<file path="src/rtl/uart_fifo_pkg.sv">
// Shared register map, bit positions and CTRL layout for the FIFO-backed UART mapper.
package uart_fifo_pkg;

  localparam logic [1:0] REG_DATA   = 2'd0;
  localparam logic [1:0] REG_STATUS = 2'd1;
  localparam logic [1:0] REG_CTRL   = 2'd2;
  localparam logic [1:0] REG_COUNT  = 2'd3;

  localparam int ST_RX_NOT_EMPTY = 0;
  localparam int ST_RX_FULL      = 1;
  localparam int ST_RX_OVERRUN   = 2;
  localparam int ST_TX_BUSY      = 3;
  localparam int ST_IRQ          = 4;
  localparam int ST_TX_OVERRUN   = 5;

  localparam int CTRL_RX_IRQ_EN  = 0;
  localparam int CTRL_TX_IRQ_EN  = 1;
  localparam int CTRL_OVR_IRQ_EN = 2;

  // Member order puts rx_irq_en at bit 0.
  typedef struct packed {
    logic ovr_irq_en;
    logic tx_irq_en;
    logic rx_irq_en;
  } ctrl_t;

  function automatic logic [7:0] ctrl_to_byte(ctrl_t c);
    return {5'b0, c};
  endfunction

endpackage

</file>
<file path="src/rtl/sync_fifo.sv">
// Single-clock FIFO with combinational head; push and pop may coincide even when full.
module sync_fifo #(
  parameter int WIDTH = 8,
  parameter int DEPTH = 16
) (
  input  logic                       clk,
  input  logic                       rst_n,
  input  logic                       push,
  input  logic                       pop,
  input  logic [WIDTH-1:0]           din,
  output logic [WIDTH-1:0]           dout,
  output logic [$clog2(DEPTH):0]     count,
  output logic                       full,
  output logic                       empty
);

  localparam int AW = $clog2(DEPTH);
  localparam int CW = AW + 1;

  logic [WIDTH-1:0] mem [DEPTH];
  logic [AW-1:0]    wr_ptr_q, wr_ptr_d;
  logic [AW-1:0]    rd_ptr_q, rd_ptr_d;
  logic [CW-1:0]    count_q, count_d;
  logic             push_eff, pop_eff;

  assign full     = (count_q == CW'(DEPTH));
  assign empty    = (count_q == '0);
  assign pop_eff  = pop & ~empty;
  assign push_eff = push & (~full | pop_eff);
  assign dout     = mem[rd_ptr_q];
  assign count    = count_q;

  always_comb begin
    wr_ptr_d = wr_ptr_q;
    rd_ptr_d = rd_ptr_q;
    count_d  = count_q;
    if (push_eff) wr_ptr_d = wr_ptr_q + AW'(1);
    if (pop_eff)  rd_ptr_d = rd_ptr_q + AW'(1);
    case ({push_eff, pop_eff})
      2'b10:   count_d = count_q + CW'(1);
      2'b01:   count_d = count_q - CW'(1);
      default: count_d = count_q;
    endcase
  end

  always_ff @(posedge clk or negedge rst_n) begin
    if (!rst_n) begin
      wr_ptr_q <= '0;
      rd_ptr_q <= '0;
      count_q  <= '0;
    end else begin
      wr_ptr_q <= wr_ptr_d;
      rd_ptr_q <= rd_ptr_d;
      count_q  <= count_d;
    end
  end

  // A full push+pop overwrites the slot being read; the old head is sampled before this edge.
  always_ff @(posedge clk) begin
    if (push_eff) mem[wr_ptr_q] <= din;
  end

endmodule

</file>
<file path="src/rtl/uart_fifo_mapper.sv">
// 6502-bus UART peripheral: RX FIFO, TX holding register, status/control/threshold and level irq.
module uart_fifo_mapper
  import uart_fifo_pkg::*;
#(
  parameter int         DEPTH      = 16,
  parameter logic [7:0] CTRL_RESET = 8'h01
) (
  input  logic       clk,
  input  logic       rst_n,
  input  logic       cs,
  input  logic       we,
  input  logic [1:0] addr,
  input  logic [7:0] wdata,
  output logic [7:0] rdata,
  output logic       irq,
  input  logic [7:0] rx_byte,
  input  logic       rx_byte_ready,
  output logic [7:0] tx_byte,
  output logic       tx_valid,
  input  logic       tx_ready
);

  localparam int CW = $clog2(DEPTH) + 1;

  logic          rd_acc, wr_acc, rx_pop, rx_push;
  logic [7:0]    fifo_dout;
  logic [CW-1:0] fifo_count;
  logic          fifo_full, fifo_empty;

  logic [7:0]    rdata_q, rdata_d;
  logic          irq_q, irq_d;
  logic [7:0]    tx_byte_q, tx_byte_d;
  logic          tx_valid_q, tx_valid_d;
  logic          rx_ovr_q, rx_ovr_d;
  logic          tx_ovr_q, tx_ovr_d;
  ctrl_t         ctrl_q, ctrl_d;
  logic [CW-1:0] thresh_q, thresh_d;

  logic [8:0]    count_ext, wdata_ext;
  logic [7:0]    count_sat, status_byte;
  logic          tx_wr, tx_load;

  assign rd_acc  = cs & ~we;
  assign wr_acc  = cs & we;
  assign rx_pop  = rd_acc & (addr == REG_DATA) & ~fifo_empty;
  assign rx_push = rx_byte_ready & (~fifo_full | rx_pop);

  sync_fifo #(.WIDTH(8), .DEPTH(DEPTH)) u_rx_fifo (
    .clk   (clk),
    .rst_n (rst_n),
    .push  (rx_push),
    .pop   (rx_pop),
    .din   (rx_byte),
    .dout  (fifo_dout),
    .count (fifo_count),
    .full  (fifo_full),
    .empty (fifo_empty)
  );

  assign count_ext   = 9'(fifo_count);
  assign count_sat   = (count_ext > 9'd255) ? 8'hFF : count_ext[7:0];
  assign wdata_ext   = {1'b0, wdata};
  assign status_byte = {2'b00, tx_ovr_q, irq_q, tx_valid_q, rx_ovr_q, fifo_full, ~fifo_empty};
  assign tx_wr       = wr_acc & (addr == REG_DATA);
  assign tx_load     = tx_wr & (~tx_valid_q | tx_ready);

  always_comb begin
    rdata_d    = rdata_q;
    tx_byte_d  = tx_byte_q;
    tx_valid_d = tx_valid_q;
    ctrl_d     = ctrl_q;
    thresh_d   = thresh_q;

    if (rd_acc) begin
      case (addr)
        REG_DATA:   rdata_d = fifo_empty ? 8'h00 : fifo_dout;
        REG_STATUS: rdata_d = status_byte;
        REG_CTRL:   rdata_d = ctrl_to_byte(ctrl_q);
        default:    rdata_d = count_sat;
      endcase
    end

    if (tx_load) begin
      tx_byte_d  = wdata;
      tx_valid_d = 1'b1;
    end else if (tx_valid_q & tx_ready) begin
      tx_valid_d = 1'b0;
    end

    if (wr_acc && addr == REG_CTRL) ctrl_d = ctrl_t'(wdata[2:0]);

    if (wr_acc && addr == REG_COUNT) begin
      if (wdata == 8'h00)              thresh_d = CW'(1);
      else if (wdata_ext > 9'(DEPTH))  thresh_d = CW'(DEPTH);
      else                             thresh_d = CW'(wdata_ext);
    end

    // Sticky flags: a new event in the same cycle beats a W1C.
    rx_ovr_d = (rx_byte_ready & fifo_full & ~rx_pop) |
               (rx_ovr_q & ~(wr_acc & (addr == REG_STATUS) & wdata[ST_RX_OVERRUN]));
    tx_ovr_d = (tx_wr & tx_valid_q & ~tx_ready) |
               (tx_ovr_q & ~(wr_acc & (addr == REG_STATUS) & wdata[ST_TX_OVERRUN]));

    irq_d = (ctrl_q.rx_irq_en  & (fifo_count >= thresh_q)) |
            (ctrl_q.tx_irq_en  & ~tx_valid_q) |
            (ctrl_q.ovr_irq_en & (rx_ovr_q | tx_ovr_q));
  end

  always_ff @(posedge clk or negedge rst_n) begin
    if (!rst_n) begin
      rdata_q    <= 8'h00;
      irq_q      <= 1'b0;
      tx_byte_q  <= 8'h00;
      tx_valid_q <= 1'b0;
      rx_ovr_q   <= 1'b0;
      tx_ovr_q   <= 1'b0;
      ctrl_q     <= ctrl_t'(CTRL_RESET[2:0]);
      thresh_q   <= CW'(1);
    end else begin
      rdata_q    <= rdata_d;
      irq_q      <= irq_d;
      tx_byte_q  <= tx_byte_d;
      tx_valid_q <= tx_valid_d;
      rx_ovr_q   <= rx_ovr_d;
      tx_ovr_q   <= tx_ovr_d;
      ctrl_q     <= ctrl_d;
      thresh_q   <= thresh_d;
    end
  end

  assign rdata    = rdata_q;
  assign irq      = irq_q;
  assign tx_byte  = tx_byte_q;
  assign tx_valid = tx_valid_q;

endmodule

</file>
<file path="config.mk">
export PLATFORM = sky130hd
export DESIGN_NAME = uart_fifo_mapper
export DESIGN_NICKNAME = d
export VERILOG_FILES = /design/src/rtl/uart_fifo_pkg.sv /design/src/rtl/sync_fifo.sv /design/src/rtl/uart_fifo_mapper.sv
export SDC_FILE = /design/constraint.sdc
export NUM_CORES = 1
export LEC_CHECK = 0
export BUFFER_PORTS_ARGS = -buffer_cell sky130_fd_sc_hd__buf_4
export CAP_MARGIN = 15
export CORE_MARGIN = 2
export CORE_UTILIZATION = 25
export DETAILED_ROUTE_END_ITERATION = 7
export PLACE_DENSITY = 0.43
export SYNTH_ARGS = -nofsm -noshare
export SYNTH_HDL_FRONTEND = slang
export SYNTH_SLANG_ARGS = --single-unit
</file>
<file path="constraint.sdc">
create_clock -name clk -period 3.52 [get_ports clk]
set_input_delay 0.352 -clock clk [delete_from_list [all_inputs] [get_ports clk]]
set_output_delay 0.352 -clock clk [all_outputs]
set_load 0.03 [all_outputs]
</file>
# ---- Word level (Yosys, flattened, before mapping)
# Memory sizes are Yosys's and may differ from the RTL's.
# Index checks and enable logic that the tools add are counted.
dict set report classes {
  n_addsub 4
  multipliers 0
  n_div 0
  n_lt_le_gt_ge 3
  n_eq_ne 6
  shifts 0
  muxes 10
  bitwise 38
  n_reduce_logical 7
}
# cell n
set ops {}
lappend ops {{$pmux 8 s3} 1}
lappend ops {{$and 1x1->1} 22}
lappend ops {{$mux 8} 2}
lappend ops {{$mux 5} 2}
lappend ops {{$pmux 5 s2} 1}
lappend ops {{$add 4x1->4 const B} 2}
lappend ops {{$gt 5x8->1 const B} 1}
lappend ops {{$gt 8x5->1 const B} 1}
lappend ops {{$logic_not 8->1} 1}
lappend ops {{$not 1->1} 8}
lappend ops {{$or 1x1->1} 8}
lappend ops {{$eq 2x2->1 const B} 3}
lappend ops {{$add 5x1->5 const B} 1}
lappend ops {{$eq 5x5->1 const B} 1}
lappend ops {{$ge 5x5->1} 1}
lappend ops {{$logic_not 5->1} 1}
lappend ops {{$sub 5x1->5 const B} 1}
lappend ops {{$eq 2x1->1 const B} 2}
lappend ops {{$mux 1} 4}
lappend ops {{$reduce_bool 2->1} 2}
lappend ops {{$logic_and 1x1->1} 2}
lappend ops {{$logic_not 2->1} 1}
dict set report word_totals {
  ff_bits 41
  latchBits 0
  ram_bits 128
  rom_bits 0
  wordCells 82
  mem_count 1
}
# name depth width read_ports rd_clocked_by_memory_dff wr line_no
set memory_table {}
lappend memory_table {u_rx_fifo.mem 16 8 1 0 1 sync_fifo.sv:20} ;# logic [WIDTH-1:0] mem [DEPTH];

# ---- Depth between registers and ports, before layout
dict set report depth {
  word_depth 9
  ltp_mapped 12
  ltp_nobuf 11
}

# ---- By module
# Synthesis repeated with hierarchy kept, for this count alone.
dict set report unflattened {
  cells_unflattened 419
  area_unflattened_um2 7200.7
}
# mod instances cells_per_inst area_each_um2 seq_area_each_um2
set by_module_without_submodules {}
lappend by_module_without_submodules {sync_fifo 1 301 5774.3 4169.0}
lappend by_module_without_submodules {uart_fifo_mapper 1 118 1426.4 703.2}

# ---- Worst setup path after synthesis
# No wires, ideal clock.
dict set report synth_path {
  path_kind {reg-to-reg}
  start {reg u_rx_fifo.count_q[0] (netlist: u_rx_fifo.count[0])}
  end {reg u_rx_fifo.count_q[4] (netlist: u_rx_fifo.count[4])}
  setup_ns 0.123
  arrival_ns 2.565
  required_time_ns 3.397
  path_slack_ns 0.833
  path_stages_with_launch 12
  path_buffers 1
  period_less_slack_ns 2.687
  cell_sequence {dfrtp_1 > nor4_4 > a21o_1 > nor3_1 > buf_2 > ha_1 > fa_1 > a21o_1 > a21oi_1 > xor2_1 > nor2_1 > xnor2_1}
}
dict set report synth_between {
  elab_chain_len 8
  elab_cells_between_ends 16
  cone_classes {add/sub (2); eq/ne (3); mux (1); bitwise (8); reduce/logical (2)}
}
# item line_no
set synth_rtl {}
lappend synth_rtl {{from (decl)} sync_fifo.sv:23} ;# logic [CW-1:0] count_q, count_d;
lappend synth_rtl {{from (signal assigned)} sync_fifo.sv:54} ;# count_q <= count_d;
lappend synth_rtl {{$logic_not 5->1 (*)} sync_fifo.sv:27} ;# assign empty = (count_q == '0);
lappend synth_rtl {{$not 1->1 (*)} {sync_fifo.sv:28, uart_fifo_mapper.sv:45}}
lappend synth_rtl {{$and 1x1->1} uart_fifo_mapper.sv:45} ;# assign rx_pop = rd_acc & (addr == REG_DATA) & ~fifo_empty;
lappend synth_rtl {{$and 1x1->1 (*)} sync_fifo.sv:28} ;# assign pop_eff = pop & ~empty;
lappend synth_rtl {{named net u_rx_fifo.pop_eff} sync_fifo.sv:24} ;# logic push_eff, pop_eff;
lappend synth_rtl {{$or 1x1->1} sync_fifo.sv:29} ;# assign push_eff = push & (~full | pop_eff);
lappend synth_rtl {{$and 1x1->1} sync_fifo.sv:29}
lappend synth_rtl {{$eq 2x1->1 or $eq 2x2->1 (tied branches)} sync_fifo.sv:39} ;# case ({push_eff, pop_eff})
lappend synth_rtl {{$pmux 5 s2 or $reduce_bool 2->1 (tied branches)} --}
# Mark *: on every way through the listed nets, which the timed path passes. The rest lies on a longest branch.
# A chain may end at the register's enable or synchronous reset.

# ---- Worst setup path after layout
dict set report layout_path {
  start {reg u_rx_fifo.count_q[0] (netlist: u_rx_fifo.count[0])}
  end {reg u_rx_fifo.count_q[4] (netlist: u_rx_fifo.count[4])}
}
dict set report layout_between {
  elab_chain_len 8
  elab_cells_between_ends 16
  cone_classes {add/sub (2); eq/ne (3); mux (1); bitwise (8); reduce/logical (2)}
}
# item line_no
set layout_rtl {}
lappend layout_rtl {{$logic_not 5->1} sync_fifo.sv:27}
lappend layout_rtl {{$not 1->1} {sync_fifo.sv:28, uart_fifo_mapper.sv:45}}
lappend layout_rtl {{$and 1x1->1} uart_fifo_mapper.sv:45}
lappend layout_rtl {{$or 1x1->1 or $and 1x1->1 (tied branches)} {uart_fifo_mapper.sv:46, sync_fifo.sv:28}}
lappend layout_rtl {{$and 1x1->1 or $or 1x1->1 (tied branches)} {uart_fifo_mapper.sv:46, sync_fifo.sv:29}}
lappend layout_rtl {{$and 1x1->1} sync_fifo.sv:29}
lappend layout_rtl {{$eq 2x1->1 or $eq 2x2->1 (tied branches)} sync_fifo.sv:39}
lappend layout_rtl {{$pmux 5 s2 or $reduce_bool 2->1 (tied branches)} --}
# Parallel ways exist; a longest one is shown, timed or not.

==> results.cfg <==
[finish]
n_antenna_cell = 0
area_growth_pct = 20.1
nNetsFinal = 522
fin_area_um2 = 8530
drive_gt1_share_pct = 27.6

[placement]
dp_hpwl_mm = 11.2
placed_cell_area_um2 = 7920
port_buffers = 41
place_congestion = 0.723

[floorplan]
start_util_pct = 25.5
dieHeight_um = 172
fp.dieW_um = 172
core_area_um2 = 27900
pin_count = 42
rows = 61
die_area_um2 = 29800

[hold_path]
hold_path_class = input pin to register

[logic_synthesis]
synth_simple_gate_area_share_pct = 6.42
synthCells = 421
ys_warn_count = 0
yosys.area.top_type = edfxtp_1
synth_cell_types = 48
synthAdderAreaFrac_pct = 2.75
async_reset_ff_share_pct = 24.3
netlist_area_um2 = 7100
synth-xor-area-share_pct = 1.36
ys_ff_latch = 169
synth_compound_area_share_pct = 4.85
yosys.area.top_type_share_pct = 54.2
ys_seq_area_share_pct = 68.7
muxShareOfSynthArea_pct = 13.7
synth_edf_count = 128
syn_nets = 460
ys.flop_type = edfxtp_1
syn_avg_cell_area_um2 = 16.9
synth_area_leaders = edfxtp_1 (54%), dfrtp_1 (14%), mux4_2 (6.0%)
synth_top_family_by_area = multiplexers

[timing]
fmax_ghz = 0.358
finalCritPeriodShare_pct = 79.4
worst_pin_slew_ns = 0.959
finalHoldViolCount = 0
clock_skew_ns = 0.0183
finalSetupViolCount = 0
slew_violations = 0
maxSlewHeadroom_pct = 36.0
rsz0062_at_grt = false
period_minus_slack_ns = 2.79
fin_tns_setup_ns = 0

[setup_path]
critPathMaxFanout = 9
critPathKind = register to register
worstSetupStartpointType = register
critical_path.endpoint_type = register
arrival_ns = 3.12
critPathRequiredTime_ns = 3.85

[cts]
clockRootBuffer = clkbuf_16
ctsLongestPathBuffers = 2
clk_pin_slew_ns = 0.08
cts_tree = done
htreeDepth = 4
clk_latency_ns = 0.44
cts_made_buffers = 17
clock-sinks = 169
cts_setup_buffers = 0

[drt]
met2_length_mm = 7.69
drtAntennaViolNets = 0
routed_via_density = 4.44
firstDrtPassIters = 4
routedWlPerCell_um = 18.4
wl_mm = 16.1
drt_iter0_drc = 299
vias = 3877
met3_length_um = 773
route.detailed.drc = 0
top_layer = met4
wl_met1_mm = 7.47

[job]
cap_viol_max_count = 0

[global_routing]
grt_usage_pct = 11.4
grt_pass1_wl_mm = 24.4
globalRoute.totalOverflow = 0
grt_max_degree = 42
grt_pass1_vias = 4005
antenna_found_initial = 0

[power_and_ir_drop]
p_leak_nw = 3.05
peakVddDrop_mv = 0.344
p_per_area_nw_per_um2 = 738

[run_status]
outcome = completed
## flip-flops by register name, summed over array words and instances (netlist names)
signal              flops
tx_ovr_q                1
ctrl_q                  3
rdata                   8
u_rx_fifo.count         5
tx_byte                 8
rx_ovr_q                1
tx_valid                1
irq                     1
thresh_q                5
u_rx_fifo.mem         128
u_rx_fifo.rd_ptr_q      4
u_rx_fifo.wr_ptr_q      4
## cell usage after synthesis (8+ instances only)
cell / count
xnor2_1: 8
nor2_1: 20
mux2i_1: 9
clkbuf_1: 10
o21ai_0: 8
nand3_1: 14
edfxtp_1: 128
nor3_1: 8
inv_1: 11
dfrtp_1: 39
ha_1: 14
nand2_1: 28
mux2_2: 17
mux4_2: 19
mux4_1: 10
## cell type report
type / instances / area, um^2
Tap cell: 378 / 473
Clock inverter: 15 / 166
Timing Repair Buffer: 64 / 483
Fill cell: 2733 / 19300
Sequential cell: 169 / 4870
Clock buffer: 17 / 425
Inverter: 11 / 41.3
Multi-Input combinational cell: 220 / 2060
## power breakdown
part	switching [mW]	internal, mW	total [mW]
Combinational	0.927	0.780	1.71
Sequential	0.303	2.44	2.74
Clock	0.891	0.956	1.85
Total	2.12	4.17	6.29
## repair_timing
action | CTS | global route
hold endpoints to repair | 39 | 0
resized for setup | 0 | 0
hold buffers | 1 | 0
## layer usage
metal / vias up / track usage [%]
li1: 1773 / -
met1: 2027 / 15.4
met2: 69 / 18.1
met3: 8 / 2.95
met4: 0 / 3.32
met5: - / 0
## path summary, 6_finish.rpt
path                                    start                     to  slack, ns  cells after the start
max reg2reg                u_rx_fifo.count[0]     u_rx_fifo.count[4]       0.73                     11
min reg2reg                       thresh_q[0]            thresh_q[0]       0.47                      2
min                                  wdata[6]             tx_byte[6]       0.17                      2
max in group asynchronous               rst_n  u_rx_fifo.wr_ptr_q[1]       2.68                      2
min in group asynchronous               rst_n               rdata[3]       0.44                      2
max                        u_rx_fifo.count[0]     u_rx_fifo.count[4]       0.73                     11
## worst max-delay path: stages, from the launching register on
cell	delay, ns
dfrtp_1	0.49
nor4_4	0.40
o311ai_0	0.18
and2_1	0.30
inv_1	0.09
ha_1	0.27
ha_1	0.31
a21o_1	0.17
a21oi_1	0.16
xor2_1	0.15
nor2_1	0.06
xnor2_1	0.12
## placed cells by master, fill, tap and decap left out, types with 5 or more instances in the layout
cell       synthesis  final
a22o_1             5      5
dfrtp_1           39     38
a22oi_1            6      6
edfxtp_1         128    128
ha_1              14     14
inv_1             11     11
nor3_1             8      8
buf_4              0     63
clkbuf_16          0     17
mux2_2            17     17
mux2i_1            9      9
xnor2_1            8      8
mux4_1            10     10
a21oi_1            7      7
inv_8              0      7
o21ai_0            8      8
nor2_1            20     20
nand3_1           14     14
mux4_2            19     19
a21o_1             5      5
nand2_1           28     28
## kinds of logic after synthesis
family | count (synthesis)
flip-flops | 169
multiplexers | 55
XOR/XNOR | 11
buffers and inverters | 32
AO/OA/AOI/OAI | 47
adder cells (fa/ha/maj) | 15
AND/OR/NAND/NOR | 92
## per-stage QoR
step | hold WS, ns | cells | power [mW] | worst slack (ns) | utilization [%]
2_1_floorplan | 0.0564 | 421 | 3.89 | 0.833 | -
3_3_place_gp | 0.378 | 841 | 4.51 | 0.631 | 28.4
3_5_place_dp | 0.386 | 841 | 4.54 | 0.648 | 28.4
4_1_cts | 0.150 | 874 | 6.39 | 0.691 | 30.6
5_1_grt | 0.148 | 874 | 6.63 | 0.448 | 30.6
6_report | 0.173 | 874 | 6.29 | 0.726 | 30.6
Power figures use the tool's default switching activity.
